## src/rtl/timer_pkg.sv

```systemverilog
// Shared definitions for the countdown timer: state encoding, BCD limits, digit type.
package timer_pkg;

  localparam int P_DIG_W   = 4;
  localparam int P_BCD_MAX = 9;
  localparam int P_MAX_ST  = 5;
  localparam int P_MAX_MT  = 5;

  typedef logic [P_DIG_W-1:0] digit_t;

  typedef enum logic [1:0] {
    ST_IDLE  = 2'd0,
    ST_RUN   = 2'd1,
    ST_PAUSE = 2'd2,
    ST_DONE  = 2'd3
  } state_t;

  // True when a BCD digit does not exceed the given limit.
  function automatic logic digit_ok(input digit_t d, input digit_t lim);
    return (d <= lim);
  endfunction

endpackage

```

## src/rtl/timer_ctrl_if.sv

```systemverilog
// Command, preset and display bundle between the timer controller and its surroundings.
interface timer_ctrl_if #(
  parameter int DIG_W = 4
);

  logic             seg_in;
  logic             start;
  logic             pause;
  logic             clear;
  logic             load;
  logic [DIG_W-1:0] ld_mt;
  logic [DIG_W-1:0] ld_mo;
  logic [DIG_W-1:0] ld_st;
  logic [DIG_W-1:0] ld_so;
  logic [DIG_W-1:0] mt;
  logic [DIG_W-1:0] mo;
  logic [DIG_W-1:0] st;
  logic [DIG_W-1:0] so;
  logic [1:0]       state_o;
  logic             alarm;
  logic             done_pulse;
  logic             load_err;

  modport slave (
    input  seg_in, start, pause, clear, load, ld_mt, ld_mo, ld_st, ld_so,
    output mt, mo, st, so, state_o, alarm, done_pulse, load_err
  );

  modport master (
    output seg_in, start, pause, clear, load, ld_mt, ld_mo, ld_st, ld_so,
    input  mt, mo, st, so, state_o, alarm, done_pulse, load_err
  );

endinterface

```

## src/rtl/bcd_digit_down.sv

```systemverilog
// One BCD down-counting digit with parallel load and borrow output for chaining.
module bcd_digit_down #(
  parameter int MAXV  = 9,
  parameter int DIG_W = 4
) (
  input  logic             mclk,
  input  logic             reset,
  input  logic             ld,
  input  logic [DIG_W-1:0] ld_val,
  input  logic             dec,
  output logic [DIG_W-1:0] q,
  output logic             borrow_out
);

  localparam logic [DIG_W-1:0] LP_MAXV = DIG_W'(MAXV);

  logic [DIG_W-1:0] r_q;

  // Load takes precedence over decrement; decrementing from zero wraps to MAXV.
  always_ff @(posedge mclk or negedge reset) begin
    if (!reset) begin
      r_q <= '0;
    end else if (ld) begin
      r_q <= ld_val;
    end else if (dec) begin
      if (r_q == '0) begin
        r_q <= LP_MAXV;
      end else begin
        r_q <= r_q - 1'b1;
      end
    end
  end

  assign q          = r_q;
  assign borrow_out = dec & (r_q == '0);

endmodule

```

## src/rtl/timer_ctrl.sv

```systemverilog
// Countdown timer controller (mm:ss). Optional macro TIMER_ALARM_BLINK_EN makes the
// alarm follow the 1 Hz seg_in wave while DONE instead of holding steady high.
module timer_ctrl
  import timer_pkg::*;
#(
  parameter int MAX_MT = P_MAX_MT,
  parameter int MAX_ST = P_MAX_ST,
  parameter int DIG_W  = P_DIG_W
) (
  input  logic          mclk,
  input  logic          reset,
  timer_ctrl_if.slave   bus
);

  localparam logic [DIG_W-1:0] LP_NINE   = DIG_W'(P_BCD_MAX);
  localparam logic [DIG_W-1:0] LP_MAX_ST = DIG_W'(MAX_ST);
  localparam logic [DIG_W-1:0] LP_MAX_MT = DIG_W'(MAX_MT);
  localparam logic [DIG_W-1:0] LP_ONE    = DIG_W'(1);

  state_t r_state;
  state_t w_next;

  logic r_seg_prev;
  logic r_start_prev;
  logic r_pause_prev;
  logic r_done_pulse;
  logic r_load_err;

  logic [DIG_W-1:0] r_pre_mt;
  logic [DIG_W-1:0] r_pre_mo;
  logic [DIG_W-1:0] r_pre_st;
  logic [DIG_W-1:0] r_pre_so;

  logic [DIG_W-1:0] w_mt;
  logic [DIG_W-1:0] w_mo;
  logic [DIG_W-1:0] w_st;
  logic [DIG_W-1:0] w_so;

  logic w_tick;
  logic w_start_re;
  logic w_pause_re;
  logic w_ld_legal;
  logic w_zero;
  logic w_one;
  logic w_dec;
  logic w_load_dig;
  logic w_use_ld;
  logic w_set_preset;
  logic w_lerr;
  logic w_borrow_so;
  logic w_borrow_st;
  logic w_borrow_mo;
  logic w_borrow_mt;

  assign w_tick     = bus.seg_in & ~r_seg_prev;
  assign w_start_re = bus.start  & ~r_start_prev;
  assign w_pause_re = bus.pause  & ~r_pause_prev;

  assign w_ld_legal = digit_ok(bus.ld_mt, LP_MAX_MT) && digit_ok(bus.ld_mo, LP_NINE) &&
                      digit_ok(bus.ld_st, LP_MAX_ST) && digit_ok(bus.ld_so, LP_NINE);

  assign w_zero = (w_mt == '0) && (w_mo == '0) && (w_st == '0) && (w_so == '0);
  assign w_one  = (w_mt == '0) && (w_mo == '0) && (w_st == '0) && (w_so == LP_ONE);

  // Previous-cycle samples of seg_in/start/pause so each rising edge acts exactly once.
  always_ff @(posedge mclk or negedge reset) begin
    if (!reset) begin
      r_seg_prev   <= 1'b0;
      r_start_prev <= 1'b0;
      r_pause_prev <= 1'b0;
    end else begin
      r_seg_prev   <= bus.seg_in;
      r_start_prev <= bus.start;
      r_pause_prev <= bus.pause;
    end
  end

  // State register.
  always_ff @(posedge mclk or negedge reset) begin
    if (!reset) begin
      r_state <= ST_IDLE;
    end else begin
      r_state <= w_next;
    end
  end

  // Next state and datapath controls; clear beats the terminal tick, which beats load/start/pause.
  always_comb begin
    w_next       = r_state;
    w_dec        = 1'b0;
    w_load_dig   = 1'b0;
    w_use_ld     = 1'b0;
    w_set_preset = 1'b0;
    w_lerr       = 1'b0;

    // A tick while running always decrements unless clear aborts in the same cycle.
    if ((r_state == ST_RUN) && w_tick && !bus.clear) begin
      w_dec = 1'b1;
    end

    if (bus.clear) begin
      w_next     = ST_IDLE;
      w_load_dig = 1'b1;
    end else if (w_dec && (w_one || w_borrow_mt)) begin
      // w_borrow_mt only fires on an underflow that the FSM never allows; treat it as terminal too.
      w_next = ST_DONE;
    end else if (bus.load) begin
      if ((r_state == ST_IDLE) || (r_state == ST_DONE)) begin
        if (w_ld_legal) begin
          w_next       = ST_IDLE;
          w_load_dig   = 1'b1;
          w_use_ld     = 1'b1;
          w_set_preset = 1'b1;
        end else begin
          w_lerr = 1'b1;
        end
      end
    end else begin
      case (r_state)
        ST_IDLE: begin
          if (w_start_re && !w_zero) begin
            w_next = ST_RUN;
          end
        end
        ST_RUN: begin
          if (w_pause_re) begin
            w_next = ST_PAUSE;
          end
        end
        ST_PAUSE: begin
          if (w_start_re || w_pause_re) begin
            w_next = ST_RUN;
          end
        end
        default: begin
          w_next = r_state;
        end
      endcase
    end
  end

  // Preset capture on a legal load; the preset survives clear but not reset.
  always_ff @(posedge mclk or negedge reset) begin
    if (!reset) begin
      r_pre_mt <= '0;
      r_pre_mo <= '0;
      r_pre_st <= '0;
      r_pre_so <= '0;
    end else if (w_set_preset) begin
      r_pre_mt <= bus.ld_mt;
      r_pre_mo <= bus.ld_mo;
      r_pre_st <= bus.ld_st;
      r_pre_so <= bus.ld_so;
    end
  end

  // One-cycle status pulses aligned with the state change they report.
  always_ff @(posedge mclk or negedge reset) begin
    if (!reset) begin
      r_done_pulse <= 1'b0;
      r_load_err   <= 1'b0;
    end else begin
      r_done_pulse <= (w_next == ST_DONE) && (r_state != ST_DONE);
      r_load_err   <= w_lerr;
    end
  end

  bcd_digit_down #(.MAXV(P_BCD_MAX), .DIG_W(DIG_W)) u_so (
    .mclk       (mclk),
    .reset      (reset),
    .ld         (w_load_dig),
    .ld_val     (w_use_ld ? bus.ld_so : r_pre_so),
    .dec        (w_dec),
    .q          (w_so),
    .borrow_out (w_borrow_so)
  );

  bcd_digit_down #(.MAXV(MAX_ST), .DIG_W(DIG_W)) u_st (
    .mclk       (mclk),
    .reset      (reset),
    .ld         (w_load_dig),
    .ld_val     (w_use_ld ? bus.ld_st : r_pre_st),
    .dec        (w_borrow_so),
    .q          (w_st),
    .borrow_out (w_borrow_st)
  );

  bcd_digit_down #(.MAXV(P_BCD_MAX), .DIG_W(DIG_W)) u_mo (
    .mclk       (mclk),
    .reset      (reset),
    .ld         (w_load_dig),
    .ld_val     (w_use_ld ? bus.ld_mo : r_pre_mo),
    .dec        (w_borrow_st),
    .q          (w_mo),
    .borrow_out (w_borrow_mo)
  );

  bcd_digit_down #(.MAXV(MAX_MT), .DIG_W(DIG_W)) u_mt (
    .mclk       (mclk),
    .reset      (reset),
    .ld         (w_load_dig),
    .ld_val     (w_use_ld ? bus.ld_mt : r_pre_mt),
    .dec        (w_borrow_mo),
    .q          (w_mt),
    .borrow_out (w_borrow_mt)
  );

  assign bus.mt         = w_mt;
  assign bus.mo         = w_mo;
  assign bus.st         = w_st;
  assign bus.so         = w_so;
  assign bus.state_o    = r_state;
  assign bus.done_pulse = r_done_pulse;
  assign bus.load_err   = r_load_err;

`ifdef TIMER_ALARM_BLINK_EN
  assign bus.alarm = (r_state == ST_DONE) & bus.seg_in;
`else
  assign bus.alarm = (r_state == ST_DONE);
`endif

endmodule

```

## src/flat_wrapper.sv

```systemverilog
// flat-port wrapper written by rule: the top's interface ports become plain ports
module timer_ctrl_flat import timer_pkg::*;
#(
  parameter int MAX_MT = P_MAX_MT,
  parameter int MAX_ST = P_MAX_ST,
  parameter int DIG_W  = P_DIG_W
)
  (mclk, reset, bus_seg_in, bus_start, bus_pause, bus_clear, bus_load, bus_ld_mt, bus_ld_mo, bus_ld_st, bus_ld_so, bus_mt, bus_mo, bus_st, bus_so, bus_state_o, bus_alarm, bus_done_pulse, bus_load_err);
  timer_ctrl_if #(.DIG_W(DIG_W)) bus_i ();
  input  logic mclk;
  input  logic reset;
  input wire logic [$bits(bus_i.seg_in)-1:0] bus_seg_in;
  input wire logic [$bits(bus_i.start)-1:0] bus_start;
  input wire logic [$bits(bus_i.pause)-1:0] bus_pause;
  input wire logic [$bits(bus_i.clear)-1:0] bus_clear;
  input wire logic [$bits(bus_i.load)-1:0] bus_load;
  input wire logic [$bits(bus_i.ld_mt)-1:0] bus_ld_mt;
  input wire logic [$bits(bus_i.ld_mo)-1:0] bus_ld_mo;
  input wire logic [$bits(bus_i.ld_st)-1:0] bus_ld_st;
  input wire logic [$bits(bus_i.ld_so)-1:0] bus_ld_so;
  output wire logic [$bits(bus_i.mt)-1:0] bus_mt;
  output wire logic [$bits(bus_i.mo)-1:0] bus_mo;
  output wire logic [$bits(bus_i.st)-1:0] bus_st;
  output wire logic [$bits(bus_i.so)-1:0] bus_so;
  output wire logic [$bits(bus_i.state_o)-1:0] bus_state_o;
  output wire logic [$bits(bus_i.alarm)-1:0] bus_alarm;
  output wire logic [$bits(bus_i.done_pulse)-1:0] bus_done_pulse;
  output wire logic [$bits(bus_i.load_err)-1:0] bus_load_err;
  assign bus_i.seg_in = bus_seg_in;
  assign bus_i.start = bus_start;
  assign bus_i.pause = bus_pause;
  assign bus_i.clear = bus_clear;
  assign bus_i.load = bus_load;
  assign bus_i.ld_mt = bus_ld_mt;
  assign bus_i.ld_mo = bus_ld_mo;
  assign bus_i.ld_st = bus_ld_st;
  assign bus_i.ld_so = bus_ld_so;
  assign bus_mt = bus_i.mt;
  assign bus_mo = bus_i.mo;
  assign bus_st = bus_i.st;
  assign bus_so = bus_i.so;
  assign bus_state_o = bus_i.state_o;
  assign bus_alarm = bus_i.alarm;
  assign bus_done_pulse = bus_i.done_pulse;
  assign bus_load_err = bus_i.load_err;
  timer_ctrl #(.MAX_MT(MAX_MT), .MAX_ST(MAX_ST), .DIG_W(DIG_W)) u_core (.mclk(mclk), .reset(reset), .bus(bus_i));
endmodule
```

## config.mk

```make
export PLATFORM = sky130hd
export DESIGN_NAME = timer_ctrl_flat
export DESIGN_NICKNAME = d
export VERILOG_FILES = /design/src/rtl/timer_pkg.sv /design/src/rtl/timer_ctrl_if.sv /design/src/rtl/bcd_digit_down.sv /design/src/rtl/timer_ctrl.sv /design/src/flat_wrapper.sv
export SDC_FILE = /design/constraint.sdc
export NUM_CORES = 1
export LEC_CHECK = 0
export ABC_AREA = 1
export BUFFER_PORTS_ARGS = -buffer_cell sky130_fd_sc_hd__buf_2
export CAP_MARGIN = 10
export CORE_MARGIN = 4
export CORE_UTILIZATION = 50
export DETAILED_ROUTE_END_ITERATION = 7
export GPL_ROUTABILITY_DRIVEN = 1
export PLACE_DENSITY = 0.7
export REMOVE_ABC_BUFFERS = 1
export SLEW_MARGIN = 20
export SYNTH_ARGS = -nofsm -noshare
export SYNTH_HDL_FRONTEND = slang
export SYNTH_HIERARCHICAL = 1
export SYNTH_SLANG_ARGS = --single-unit
```

## constraint.sdc

```tcl
create_clock -name mclk -period 4.3 [get_ports mclk]
set_input_delay 0.86 -clock mclk [delete_from_list [all_inputs] [get_ports mclk]]
set_output_delay 0.86 -clock mclk [all_outputs]
set_load 0.01 [all_outputs]
```

Word level (Yosys, flattened, before mapping)
Cells that the tools add are included.
- add/subtract/negate cells: 4
- reduce and logical (&&, ||, !) cells: 26
- mux-type cells: 37
- order comparisons: 4
- bitwise gates (word level): 10
- eq/ne operators: 6
- operator list (kind ; number):
    4-bit 2-to-1 mux ; 16
    4-bit logical NOT ; 4
    2-bit 2-to-1 mux ; 8
    4-bit by 1-bit subtractor with 4-bit output, second input constant ; 4
    1-bit logical AND ; 12
    1-bit 2-to-1 mux ; 12
    4-bit by 3-bit less-or-equal comparator with 1-bit output, second input constant ; 2
    4-bit less-or-equal comparator, second input constant ; 2
    2-bit nonzero test ; 4
    1-bit AND ; 7
    2-bit == test, second input constant ; 3
    2-bit case mux with 3 select lines ; 1
    4-bit by 1-bit == test with 1-bit output, second input constant ; 1
    1-bit logical OR ; 3
    1-bit inverter ; 3
    2-bit by 1-bit == test with 1-bit output, second input constant ; 1
    1-bit logical NOT ; 2
    2-bit logical NOT ; 1
    2-bit inequality test, second input constant ; 1
- register bits after elaboration: 39
- output and inout port bits: 21
- logic and storage cells: 101
- input bits: 23

Depth between registers and ports, before layout
- depth in word-level cells: 15
- gate-level depth with buffers: 23
- gate-level depth less buffers: 22

By module
Netlist, hierarchy kept.
- modules (own cells, without submodules) (module ; seq. area each (um2) ; cells each ; times used ; area an instance (um2)):
    timer_ctrl ; 575.6 ; 156 ; 1 ; 1211.2
    bcd_digit_down (u_core.u_mo ...) ; 100.1 ; 37 ; 2 ; 252.7
    bcd_digit_down (u_core.u_mt ...) ; 100.1 ; 35 ; 2 ; 229.0

Worst setup path after synthesis
OpenSTA, ideal clock, no wires.
- path type: input to register
- from: input port bus_clear
- to: register u_core.u_mt.r_q[3], in the netlist u_core/u_mt/q[3]
- path buffers: 0
- library setup time: 0.067 ns
- stages: 17
- arrival time: 3.742 ns
- path slack: 0.491 ns
- required time: 4.233 ns
- path through: nor3_1 -> inv_1 -> nor2_1 -> inv_1 -> nor3_1 -> inv_1 -> nor2_1 -> inv_1 -> nor3_1 -> o21ai_2 -> nand2_2 -> nand2_1 -> nor2_1 -> inv_1 -> nand2_1 -> nand2_1 -> nand2_1
- elaborated cells on any way between the ends: 15
- classes of those cells: mux: 6; bitwise: 4; reduce/logical: 5
- RTL lines (element ; RTL line ; text):
    start: declaration ; flat_wrapper.sv:15 ; input wire logic [$bits(bus_i.clear)-1:0] bus_clear;
    1-bit logical NOT * ; timer_ctrl.sv:97 ; if ((r_state == ST_RUN) && w_tick && !bus.clear) begin
    1-bit logical AND * ; timer_ctrl.sv:97 ;
    1-bit 2-to-1 mux * ; timer_ctrl.sv:97 ;
    1-bit AND * ; bcd_digit_down.sv:35 ; assign borrow_out = dec & (r_q == '0);
    via u_core.w_borrow_so ; timer_ctrl.sv:50 ; logic w_borrow_so;
    1-bit AND * ; bcd_digit_down.sv:35 ;
    via u_core.w_borrow_st ; timer_ctrl.sv:51 ; logic w_borrow_st;
    1-bit AND * ; bcd_digit_down.sv:35 ;
    via u_core.w_borrow_mo ; timer_ctrl.sv:52 ; logic w_borrow_mo;
    1-bit AND * ; bcd_digit_down.sv:35 ;
    via u_core.w_borrow_mt ; timer_ctrl.sv:53 ; logic w_borrow_mt;
    1-bit logical OR * ; timer_ctrl.sv:104 ; end else if (w_dec && (w_one || w_borrow_mt)) begin
    1-bit logical AND * ; timer_ctrl.sv:104 ;
    1-bit 2-to-1 mux * ; timer_ctrl.sv:104 ;
    1-bit 2-to-1 mux * ; timer_ctrl.sv:101 ; if (bus.clear) begin
    via u_core.w_load_dig ; timer_ctrl.sv:46 ; logic w_load_dig;
    4-bit 2-to-1 mux or 2-bit nonzero test (tied branches) ; - ;
    end signal: assignment ; bcd_digit_down.sv:24 ; r_q <= ld_val;
    end signal: assignment ; bcd_digit_down.sv:29 ; r_q <= r_q - 1'b1;
    end: declaration ; bcd_digit_down.sv:17 ; logic [DIG_W-1:0] r_q;
The timed path passes the listed nets; every way through them passes the cells marked *.
A chain may end at the register's enable or synchronous reset.

Worst setup path in the final report
- from: register u_core.r_state[1], in the netlist u_core/bus.state_o[1]
- to: register u_core.u_st.r_q[0], in the netlist u_core/u_st/q[0]
- elaborated cells on any way between the ends: 21
- classes of those cells: eq/ne: 2; mux: 8; bitwise: 4; reduce/logical: 7
- RTL lines (element ; RTL line ; text):
    start: declaration ; timer_ctrl.sv:20 ; state_t r_state;
    start signal: assignment ; timer_ctrl.sv:83 ; r_state <= w_next;
    2-bit by 1-bit == test with 1-bit output * ; timer_ctrl.sv:97 ;
    1-bit logical AND * (2 in a row) ; timer_ctrl.sv:97 ;
    1-bit 2-to-1 mux * ; timer_ctrl.sv:97 ;
    via u_core.w_dec ; timer_ctrl.sv:45 ; logic w_dec;
    1-bit AND * ; bcd_digit_down.sv:35 ;
    via u_core.w_borrow_so ; timer_ctrl.sv:50 ;
    1-bit AND * ; bcd_digit_down.sv:35 ;
    via u_core.w_borrow_st ; timer_ctrl.sv:51 ;
    [... 1 more ...] ; - ;
    via u_core.w_borrow_mo ; timer_ctrl.sv:52 ;
    1-bit AND * ; bcd_digit_down.sv:35 ;
    via u_core.w_borrow_mt ; timer_ctrl.sv:53 ;
    1-bit logical OR * ; timer_ctrl.sv:104 ;
    1-bit logical AND * ; timer_ctrl.sv:104 ;
    1-bit 2-to-1 mux * ; timer_ctrl.sv:104 ;
    1-bit 2-to-1 mux * ; timer_ctrl.sv:101 ;
    via u_core.w_load_dig ; timer_ctrl.sv:46 ;
    4-bit 2-to-1 mux or 2-bit nonzero test (tied branches) ; - ;
    end signal: assignment ; bcd_digit_down.sv:24 ;
    end signal: assignment ; bcd_digit_down.sv:29 ;
    end: declaration ; bcd_digit_down.sv:17 ;
Marked as above.

==> summary.txt <==
Placement
  – Cell Area, Placed: ~2500 sq um
  – DP Wirelength: 3.694 mm
  – RePlAce Congestion: 0.8547
  – IO Port Bufs: 43

Critical path
  – Crit Path Class: flop to flop
  – Most frequent CP cell: inv_1
  – CP max-delay cell: dfrtp_1
  – Worst setup SP type: flop
  – CP Data Required Time: approximately 4500 ps
  – Max incr delay on CP: approximately 470 ps
  – Critical path startpoint: u_core/bus.state_o[1]$_DFF_PN0_
  – CP Cell Sequence: inv_1, ha_1, nand2_1, nor3_1, inv_1, nor2_1, inv_1, nor3_1, inv_1, nor2_1, inv_1, nor3_1, o21ai_2, nand2_2, nand2_1, buf_4, nor2_1, inv_1, o22ai_1
  – Critical Path Sink Type: flop
  – Worst-path maximum fanout: 12
  – RR Startpoint: u_core/bus.state_o[1]$_DFF_PN0_
  – CP Data Arrival Time: 3970 ps

STA
  – Slew Viols, Final: 0
  – # setup viols final: 0
  – Max-slew headroom: 43.00%
  – Hold Slack: ~470 ps
  – RSZ-0062 raised after global routing: false
  – Least-Margin Pin Slew: ~860 ps
  – Post-route clock period utilization: 87.50%
  – Worst clock skew: 5.860 ps
  – Sum of negative setup slack: 0 ps
  – Fmax: roughly 0.27 GHz
  – Fin crit period: 3763 ps
  – Final hold vios: 0

Final layout
  – Final Util: 62.12%
  – Final Cell Area: 2556 sq um
  – Area Overhead vs Synth: 17.55%
  – Multi-input logic area: around 1000 sq um
  – Antenna Cells: 0
  – Sequential Area: 975.9 sq um
  – Fillers: 385
  – Fraction of layout instances using a drive strength above 1: 21.31%
  – Fin nets: 378

Logic synthesis
  – Async set-reset flop share out of synthesis: 100.0%
  – Synth top area share: 44.88%
  – Largest family of logic cells by synthesized area: simple AND/OR/NAND/NOR gates
  – Netlist cell types: 27
  – Compound-cell area share of the yosys netlist: roughly 7.7%
  – Post-synth top cells: nand2_1, dfrtp_1, inv_1, nor2_1, a21oi_1
  – Synth Area in Adders: under 10%
  – Main synth FF type: dfrtp_1
  – Most common cell in the netlist: nand2_1
  – Number of register bits inferred by synthesis: 39
  – Post-synth EDFFs: 0
  – Register area share after synthesis: 44.88%
  – Leading area contributor after synthesis: dfrtp_1
  – Yosys warnings: 6
  – Synth Area in XOR/XNOR: 0%
  – Mapped cell area: 2175 sq um
  – Synth Area in Simple Gates: between 30% and 40%
  – Top cells by area, synth: dfrtp_1, nand2_1, inv_1
  – Mux cell area share after synthesis: 0%
  – Mean Syn Cell Area: 7.249 sq um
  – Syn Inst Count: 300

Route
  – Avg WL per Cell: ~12 um
  – ANT nets after route: 0
  – DRT Pass-1 Iters: 4
  – Via density: slightly below 5
  – Iter 0 DRT Violations: 92
  – Vias: around 2,000
  – Drt drc: 0
  – Final WL: 4.946 mm

Die
  – Die area: 5469 sq um
  – Core Region: slightly above 4000 sq um
  – IO Count: between 40 and 50
  – Rows: 23
  – Starting Density: 52.84%
  – Die X: 73.95 um
  – Height of the die: 73.95 um

Flow run
  – Max Cap Viol: 0

Clocking
  – Clock buffer depth: 2
  – Post-CTS Hold Fix Bufs: 0
  – Total CTS buffers: 5
  – CTS resizes: 0
  – Clock root cell: clkbuf_8
  – Setup bufs post-CTS: 0
  – Clock-pin slew on the worst setup and hold paths: 80 ps
  – Clk Latency, worst-skew pair: approximately 290 ps
  – H-Tree Depth: 2
  – CTS tree: yes
  – Clock sink count: 39

Global routing
  – Total gr overflow: 0
  – Initial antenna violation count: 0
  – Total GRT Usage: 19.89%
  – Largest net degree at the start of global routing: 40
  – Vias in the first global route: 1,902
  – First-pass GRT wire length: 8.362 mm

Pwr
  – Design Power: 1.019 mW
  – Power Dens Cells: 398.7 nW/um^2
  – Sequential power share: 47.0%
  – Worst VDD drop: between 200 and 250 uV
  – Clk pwr share: 26.8%
  – Combinational power share: between 20% and 30%
  – NetSw: 0.3432 mW
  – Pleak: 1.501 nW
  – Switch share: 33.68%
  – Internal: 0.6759 mW

Run status
  – Outcome: completed

Min path
  – Worst Hold Launch: u_core/r_pre_mt[3]$_DFF_PN0_
  – Tightest Hold Check Type: flop to flop
-- placed cells by master (no fill, tap or decap), types with 3 or more instances in the layout --
cell type / count
nor2_2: 3
ha_1: 4
nand2_2: 11
a21oi_1: 12
buf_4: 3
nand2_1: 119
o21ai_0: 3
inv_1: 36
clkbuf_8: 7
a22oi_1: 6
nor2_1: 31
nor3_1: 4
dfrtp_1: 39
nand3_1: 9
buf_2: 43
-- registers in the layout (all words and copies together), names as in the netlist --
name                   count
u_core/r_pre_st            4
u_core/bus.load_err        1
u_core/r_pre_mo            4
u_core/u_mt/q              4
u_core/r_pre_so            4
u_core/u_so/q              4
u_core/r_start_prev        1
u_core/u_st/q              4
u_core/r_seg_prev          1
u_core/r_pause_prev        1
u_core/bus.done_pulse      1
u_core/u_mo/q              4
u_core/bus.state_o         2
u_core/r_pre_mt            4
-- per-stage QoR --
step	setup WS (ps)	std cells
5_1_grt	95.82	402
6_report	537.4	402
3_5_place_dp	380.1	394
4_1_cts	515.4	402
3_3_place_gp	581.7	394
2_1_floorplan	491.2	298
-- cells by family (layout without fill, tap and decap cells) --
| group | Yosys count | in the layout |
|---|---|---|
| adders and majority gates | 4 | 4 |
| AOI/OAI and AO/OA | 28 | 28 |
| buffers and inverters | 41 | 93 |
| and+or+nand+nor | 188 | 188 |
| DFF | 39 | 39 |
-- area by class of cell --
| type | count | area share [%] |
|---|---|---|
| clock buffer | 8 | 3.916 |
| inverter | 39 | 5.825 |
| multi-input combinational | 220 | 40.33 |
| sequential | 39 | 38.18 |
| tap | 50 | 2.447 |
| timing repair buffer | 46 | 9.300 |
-- worst max-delay path, delay by kind of cell, from the launching register on --
family	cells	cell delay (ps)
AOI/OAI and AO/OA	2	290
and+or+nand+nor	9	1890
DFF	1	470
adders and majority gates	1	210
buffers and inverters	7	820
-- worst paths after layout --
path / depth (start not counted) / endpoint / slack (ps)
min: 2 / u_core/r_pre_mt[3]$_DFF_PN0_ / 470
min reg2reg: 2 / u_core/r_pre_mt[3]$_DFF_PN0_ / 470
max reg2reg: 19 / u_core/u_st/q[0]$_DFFE_PN0P_ / 540
max: 19 / u_core/u_st/q[0]$_DFFE_PN0P_ / 540
max in group asynchronous: 1 / u_core/u_mt/q[1]$_DFFE_PN0P_ / 3090
min in group asynchronous: 1 / u_core/r_pre_st[3]$_DFF_PN0_ / 670
-- routing by layer --
layer | up-vias | part of all wire (%) | GRT usage, %
met2 | 65 | 48 | 34.74
met3 | 4 | 6.5 | 4.189
li1 | 1026 | - | -
met1 | 885 | 45 | 24.44
met4 | 0 | 1.1 | 6.640
met5 | - | 0 | 0
-- power groups by stage --
stage                     clock network (mW)  registers [mW]  logic, mW
after detailed placement                   0           0.487      0.268
after global routing                   0.290           0.488      0.309
after CTS                              0.281           0.480      0.270
after floorplan                            0           0.490      0.164
after global placement                     0           0.485      0.267
final                                  0.273           0.479      0.267
Power figures use the tool's default switching activity.
